$ cat config.mk
export PLATFORM = sky130hd
export DESIGN_NAME = dec_key_expansion
export DESIGN_NICKNAME = d
export VERILOG_FILES = /design/src/rtl/aes_pkg.sv /design/src/rtl/sub_word.sv /design/src/rtl/dec_key_expansion.sv
export SDC_FILE = /design/constraint.sdc
export NUM_CORES = 2
export LEC_CHECK = 0
export CAP_MARGIN = 10
export CORE_AREA = 3 3 655 657
export CTS_BUF_LIST = sky130_fd_sc_hd__clkbuf_4 sky130_fd_sc_hd__clkbuf_8 sky130_fd_sc_hd__clkbuf_16
export CTS_CLUSTER_DIAMETER = 150
export CTS_CLUSTER_SIZE = 14
export DETAILED_ROUTE_END_ITERATION = 7
export DIE_AREA = 0 0 658 660
export GPL_TIMING_DRIVEN = 1
export PLACE_DENSITY = 0.37
export SLEW_MARGIN = 20
export SYNTH_ARGS = -nofsm -noshare
export SYNTH_HDL_FRONTEND = slang
export SYNTH_SLANG_ARGS = --single-unit
$ cat constraint.sdc
create_clock -name clk -period 10.1 [get_ports clk]
set_input_delay 2.02 -clock clk [delete_from_list [all_inputs] [get_ports clk]]
set_output_delay 2.02 -clock clk [all_outputs]
set_load 0.1 [all_outputs]
$ cat src/rtl/aes_pkg.sv
// Shared AES constants and types: S-box, round constants, round count and the
// key-expansion FSM state type.
package aes_pkg;

    localparam logic [3:0] NR = 4'd10;

    localparam logic [7:0] RCON [1:10] = '{
        8'h01, 8'h02, 8'h04, 8'h08, 8'h10, 8'h20, 8'h40, 8'h80, 8'h1b, 8'h36
    };

    // Forward S-box, shared with the encryption SubBytes stage.
    localparam logic [7:0] SBOX [0:255] = '{
        8'h63, 8'h7c, 8'h77, 8'h7b, 8'hf2, 8'h6b, 8'h6f, 8'hc5, 8'h30, 8'h01, 8'h67, 8'h2b, 8'hfe, 8'hd7, 8'hab, 8'h76,
        8'hca, 8'h82, 8'hc9, 8'h7d, 8'hfa, 8'h59, 8'h47, 8'hf0, 8'had, 8'hd4, 8'ha2, 8'haf, 8'h9c, 8'ha4, 8'h72, 8'hc0,
        8'hb7, 8'hfd, 8'h93, 8'h26, 8'h36, 8'h3f, 8'hf7, 8'hcc, 8'h34, 8'ha5, 8'he5, 8'hf1, 8'h71, 8'hd8, 8'h31, 8'h15,
        8'h04, 8'hc7, 8'h23, 8'hc3, 8'h18, 8'h96, 8'h05, 8'h9a, 8'h07, 8'h12, 8'h80, 8'he2, 8'heb, 8'h27, 8'hb2, 8'h75,
        8'h09, 8'h83, 8'h2c, 8'h1a, 8'h1b, 8'h6e, 8'h5a, 8'ha0, 8'h52, 8'h3b, 8'hd6, 8'hb3, 8'h29, 8'he3, 8'h2f, 8'h84,
        8'h53, 8'hd1, 8'h00, 8'hed, 8'h20, 8'hfc, 8'hb1, 8'h5b, 8'h6a, 8'hcb, 8'hbe, 8'h39, 8'h4a, 8'h4c, 8'h58, 8'hcf,
        8'hd0, 8'hef, 8'haa, 8'hfb, 8'h43, 8'h4d, 8'h33, 8'h85, 8'h45, 8'hf9, 8'h02, 8'h7f, 8'h50, 8'h3c, 8'h9f, 8'ha8,
        8'h51, 8'ha3, 8'h40, 8'h8f, 8'h92, 8'h9d, 8'h38, 8'hf5, 8'hbc, 8'hb6, 8'hda, 8'h21, 8'h10, 8'hff, 8'hf3, 8'hd2,
        8'hcd, 8'h0c, 8'h13, 8'hec, 8'h5f, 8'h97, 8'h44, 8'h17, 8'hc4, 8'ha7, 8'h7e, 8'h3d, 8'h64, 8'h5d, 8'h19, 8'h73,
        8'h60, 8'h81, 8'h4f, 8'hdc, 8'h22, 8'h2a, 8'h90, 8'h88, 8'h46, 8'hee, 8'hb8, 8'h14, 8'hde, 8'h5e, 8'h0b, 8'hdb,
        8'he0, 8'h32, 8'h3a, 8'h0a, 8'h49, 8'h06, 8'h24, 8'h5c, 8'hc2, 8'hd3, 8'hac, 8'h62, 8'h91, 8'h95, 8'he4, 8'h79,
        8'he7, 8'hc8, 8'h37, 8'h6d, 8'h8d, 8'hd5, 8'h4e, 8'ha9, 8'h6c, 8'h56, 8'hf4, 8'hea, 8'h65, 8'h7a, 8'hae, 8'h08,
        8'hba, 8'h78, 8'h25, 8'h2e, 8'h1c, 8'ha6, 8'hb4, 8'hc6, 8'he8, 8'hdd, 8'h74, 8'h1f, 8'h4b, 8'hbd, 8'h8b, 8'h8a,
        8'h70, 8'h3e, 8'hb5, 8'h66, 8'h48, 8'h03, 8'hf6, 8'h0e, 8'h61, 8'h35, 8'h57, 8'hb9, 8'h86, 8'hc1, 8'h1d, 8'h9e,
        8'he1, 8'hf8, 8'h98, 8'h11, 8'h69, 8'hd9, 8'h8e, 8'h94, 8'h9b, 8'h1e, 8'h87, 8'he9, 8'hce, 8'h55, 8'h28, 8'hdf,
        8'h8c, 8'ha1, 8'h89, 8'h0d, 8'hbf, 8'he6, 8'h42, 8'h68, 8'h41, 8'h99, 8'h2d, 8'h0f, 8'hb0, 8'h54, 8'hbb, 8'h16
    };

    typedef enum logic {
        IDLE   = 1'b0,
        EXPAND = 1'b1
    } state_t;

    function automatic logic [7:0] sbox(input logic [7:0] b);
        return SBOX[b];
    endfunction

endpackage

$ cat src/rtl/sub_word.sv
// SubWord: forward S-box applied independently to each byte of a 32-bit word.
module sub_word
    import aes_pkg::*;
(
    input  logic [31:0] word_in,
    output logic [31:0] word_out
);

    for (genvar i = 0; i < 4; i++) begin : g_sbox
        assign word_out[8*i +: 8] = sbox(word_in[8*i +: 8]);
    end

endmodule

$ cat src/rtl/dec_key_expansion.sv
// Iterative AES-128 key expansion: one round key per clock into an 11-entry
// bank, with a flat bank view and a registered random-access read port.
module dec_key_expansion
    import aes_pkg::*;
#(
    parameter int BLOCK_LENGTH = 128
) (
    input  logic                      clk,
    input  logic                      rst,
    input  logic                      start,
    input  logic [BLOCK_LENGTH-1:0]   key_in,
    output logic                      busy,
    output logic                      done,
    output logic                      keys_valid,
    output logic [11*BLOCK_LENGTH-1:0] round_keys,
    input  logic [3:0]                rd_idx,
    output logic [BLOCK_LENGTH-1:0]   rd_key,
    output state_t                    fsm_state
);

    // Handshake: start is a one-sided request taken only in IDLE (busy low);
    // there is no backpressure, and a start seen while busy is dropped.

    logic [BLOCK_LENGTH-1:0] rk [0:10];
    logic [3:0]              rnd;
    logic [3:0]              prev_idx;
    logic [BLOCK_LENGTH-1:0] prev_key;
    logic [BLOCK_LENGTH-1:0] next_key;
    logic [7:0]              rcon_b;
    logic [31:0]             rot_w;
    logic [31:0]             sub_w;
    logic [31:0]             t_w;
    logic [31:0]             w0;
    logic [31:0]             w1;
    logic [31:0]             w2;
    logic [31:0]             w3;

    always_comb begin
        prev_idx = rnd - 4'd1;
        prev_key = (prev_idx <= NR) ? rk[prev_idx] : '0;
        rcon_b   = (rnd >= 4'd1 && rnd <= NR) ? RCON[rnd] : 8'h00;
        rot_w    = {prev_key[23:0], prev_key[31:24]};
    end

    sub_word u_sub_word (
        .word_in  (rot_w),
        .word_out (sub_w)
    );

    always_comb begin
        t_w      = sub_w ^ {rcon_b, 24'h0};
        w0       = prev_key[127:96] ^ t_w;
        w1       = prev_key[95:64]  ^ w0;
        w2       = prev_key[63:32]  ^ w1;
        w3       = prev_key[31:0]   ^ w2;
        next_key = {w0, w1, w2, w3};
    end

    always_ff @(posedge clk or negedge rst) begin
        if (!rst) begin
            fsm_state  <= IDLE;
            rnd        <= '0;
            busy       <= 1'b0;
            done       <= 1'b0;
            keys_valid <= 1'b0;
            for (int k = 0; k < 11; k++) begin
                rk[k] <= '0;
            end
        end else begin
            case (fsm_state)
                IDLE: begin
                    done <= 1'b0;
                    if (start) begin
                        rk[0]      <= key_in;
                        rnd        <= 4'd1;
                        keys_valid <= 1'b0;
                        busy       <= 1'b1;
                        fsm_state  <= EXPAND;
                    end
                end
                EXPAND: begin
                    rk[rnd] <= next_key;
                    if (rnd == NR) begin
                        busy       <= 1'b0;
                        done       <= 1'b1;
                        keys_valid <= 1'b1;
                        fsm_state  <= IDLE;
                    end else begin
                        rnd <= rnd + 4'd1;
                    end
                end
                default: fsm_state <= IDLE;
            endcase
        end
    end

    always_ff @(posedge clk or negedge rst) begin
        if (!rst) begin
            rd_key <= '0;
        end else begin
            rd_key <= (rd_idx <= NR) ? rk[rd_idx] : '0;
        end
    end

    for (genvar k = 0; k < 11; k++) begin : g_flat
        assign round_keys[k*BLOCK_LENGTH +: BLOCK_LENGTH] = rk[k];
    end

endmodule

==> results.yml <==
cts:
  cts_resized: 0
  cts_sinks: 1544
  htreeDepth: 4
  cts_root_buffer: "clkbuf_16"
  cts-hold-fix-buffers: 0
  cts_setup_buffers: 0
  clk_path_buf_depth: 4
  clk_latency_ns: 0.91
  path_clk_slew_ns: 0.08
  cts_tree: "yes"
  numCtsBuffers: 134
placement:
  place_ws_ns: 0.830
  gp_congestion: 0.948
  dp_hpwl_um: 559000
  port_buffers: 1674
detailed_routing:
  antenna_left: 0
  wl_per_cell_um: 44.4
  vias: 97200
  dr.first_iter.drc_count: 11800
  routed_wl_um: 754000
  drcViolationCount: 0
  first_pass_iters: 6
  vias_per_cell: 5.72
synthesis:
  yosysTopAreaCell: "dfrtp_1"
  yosysSeqAreaShare_pct: 40.6
  synth.top_cell.area_share_pct: 40.6
  syn_nets: 10300
  synth_edf_count: 0
  syn-cell-area_um2: 95100
  synth_seq_cells: 1544
  synthTopCellsByCount: "nand2_1 (1722), o21ai_0 (1557), dfrtp_1 (1544)"
  syn_avg_cell_area_um2: 9.43
  yosysMostFrequentCell: "nand2_1"
  synth_area_leaders: "dfrtp_1 (41%), mux4_2 (11%), o21ai_0 (8.2%)"
  synth-async-reset-ratio_pct: 100
  synth_warnings: 0
  synth_cell_types: 124
  netlist_instances: 10100
  synthFlopType: "dfrtp_1"
sta:
  fmax_ghz: 0.106
  finalHoldViolations: 0
  fin_ws_ns: 0.639
  grt_setup_unrepaired: "no"
  setup_viol: 0
  fin_skew_ns: 0.0801
  fin_crit_sh_pct: 93.7
  slew_headroom_pct: 15.6
  tightest_slew_ns: 1.27
  min_period_ns: 9.46
  slew_violations: 0
  fin_tns_setup_ns: 0
cells_and_area:
  synthToLayoutAreaGrowth_pct: 27.7
  multi_input_area_um2: 52300
  seqCellArea_um2: 38600
  final_nets: 11500
  fill_cells: 44900
  drive_above_1_share_pct: 15.9
floorplan:
  core_region_area_um2: 423000
  ios: 1675
  row_count: 239
  die_w_um: 658
  fp.dieH_um: 660
  dieArea_um2: 434000
  start_util_pct: 22.5
critical_path:
  worstReg2RegStart: "rnd[1]$_DFFE_PN0P_"
  cp_top_family: "compound AO/OA/AOI/OAI gates"
  reg2reg_depth: 21
  r2r-end: "round_keys[1050]$_DFFE_PN0P_"
  path_max_fanout: 16
  crit_chain: "inv_1 > ha_1 > xor2_4 > a2111oi_0 > a211oi_1 > a2bb2oi_2 > nor2_1 > inv_1 > buf_4 > ha_1 > a211oi_1 > a211o_1 > o311ai_0 > o211ai_1 > o21ai_0 > o311ai_1 > buf_4 > xnor2_2 > xnor2_4 > xnor2_2 > o21ai_0"
  crit_arrival_ns: 10.14
  crit_slowest_cell: "a211oi_1"
  r2r_setup_slack_ns: 0.64
  cpPeakStageDelay_ns: 1.04
  endpoint_kind: "register"
  setup.worst_path.start_class: "register"
  critPathBufInv: 4
  cp.required_ns: 10.78
  crit_type: "reg -> reg"
job:
  max-cap-violations: 0
global_routing:
  grt_max_degree: 147
  grt_pass1_wl_um: 985000
  grt_pass1_vias: 94500
  grt-ovfl-total: 0
  antenna_found_initial: 90
  grtUsageTotal_pct: 33.5
hold_path:
  hold_class: "reg -> reg"
  whs_path_depth: 2
  worstHoldStart: "busy$_DFFE_PN0P_"
  hold_end: "busy$_DFFE_PN0P_"
outcome:
  status: "finished clean"
==> placed cells by master, fill, tap and decap left out, types with 26 or more instances in the layout <==
| cell type | instances |
|---|---|
| inv_1 | 27 |
| a31oi_1 | 85 |
| xor2_1 | 32 |
| mux2i_1 | 516 |
| mux4_2 | 464 |
| a21oi_1 | 561 |
| dfrtp_1 | 1541 |
| diode_2 | 42 |
| a211oi_1 | 79 |
| a221oi_1 | 43 |
| xnor2_1 | 83 |
| a21o_1 | 28 |
| o31ai_1 | 33 |
| xnor2_2 | 43 |
| o221ai_1 | 48 |
| o21ai_1 | 64 |
| and2_1 | 27 |
| buf_4 | 762 |
| nor2_1 | 459 |
| clkbuf_16 | 137 |
| a22oi_1 | 87 |
| a221o_1 | 31 |
| nor3_1 | 96 |
| or3_1 | 26 |
| o21ai_0 | 1552 |
| o22ai_1 | 273 |
| o21ai_2 | 28 |
| nand4_1 | 28 |
| a311oi_1 | 44 |
| o211ai_1 | 98 |
| ha_1 | 48 |
| nand3_1 | 173 |
| buf_2 | 62 |
| o311ai_0 | 28 |
| nand2_1 | 1709 |
| clkdlybuf4s50_1 | 1274 |
==> final cells by class <==
class | count | area share (%)
clock buffer | 141 | 2.86
inverter | 39 | 0.127
timing repair buffer | 2139 | 16.1
tap | 5663 | 5.83
multi-input combinational | 7409 | 43.0
clock inverter | 14 | 0.160
antenna | 42 | 0.0865
sequential | 1544 | 31.8
==> routing by layer <==
| metal | vias up | share of wire (%) | routed length, um | global-route usage [%] |
|---|---|---|---|---|
| li1 | 39500 | - | - | - |
| met3 | 1035 | 8.2 | 62000 | 8.76 |
| met1 | 51500 | 40 | 299000 | 41.3 |
| met4 | 24 | 7.0 | 53000 | 19.5 |
| met5 | - | 0.023 | 174 | 0 |
| met2 | 5217 | 45 | 339000 | 52.7 |
==> worst max-delay path by stage <==
stage	startpoint	slack, ns	endpoint	depth (start not counted)
floorplan	rnd[0]$_DFFE_PN0P_	2.64	round_keys[149]$_DFFE_PN0P_	31
global placement	rnd[1]$_DFFE_PN0P_	0.83	round_keys[794]$_DFFE_PN0P_	21
detailed placement	rnd[1]$_DFFE_PN0P_	0.83	round_keys[1050]$_DFFE_PN0P_	21
CTS	rnd[1]$_DFFE_PN0P_	0.71	round_keys[154]$_DFFE_PN0P_	21
global route	rnd[1]$_DFFE_PN0P_	0.39	round_keys[922]$_DFFE_PN0P_	21
finish	rnd[1]$_DFFE_PN0P_	0.64	round_keys[1050]$_DFFE_PN0P_	21
==> cell families after synthesis <==
| group | synth area share, % |
|---|---|
| AO/OA/AOI/OAI | 22.1 |
| AND/OR/NAND/NOR | 11.8 |
| flip-flops | 40.6 |
| buffers and inverters | 5.65 |
| multiplexers | 17.1 |
| XOR/XNOR | 2.05 |
| adder cells (fa/ha/maj) | 0.658 |
==> per-stage QoR <==
| step | hold WS, ns | cells | util [%] | cell area (um^2) |
|---|---|---|---|---|
| after floorplan | 0.797 | 10100 | - | 95100 |
| after global placement | 0.470 | 16800 | 27.8 | 118000 |
| after detailed placement | 0.467 | 16800 | 27.8 | 118000 |
| after CTS | 0.486 | 16900 | 28.7 | 121000 |
| after global routing | 0.528 | 17000 | 28.7 | 121000 |
| final | 0.488 | 17000 | 28.7 | 121000 |
==> tightest hold or removal path, stage by stage (launching register included) <==
cell     delay [ns]
dfrtp_1        0.35
nand2_1        0.05
nand2_1        0.06
==> registers in the layout, summed over array words and instances (netlist names) <==
signal / cells
fsm_state: 1
rd_key: 128
done: 1
busy: 1
keys_valid: 1
round_keys: 1408
rnd: 4
Power is not shown: default switching activity piles up to over one toggle a cycle in this logic, so the estimate is an artifact.
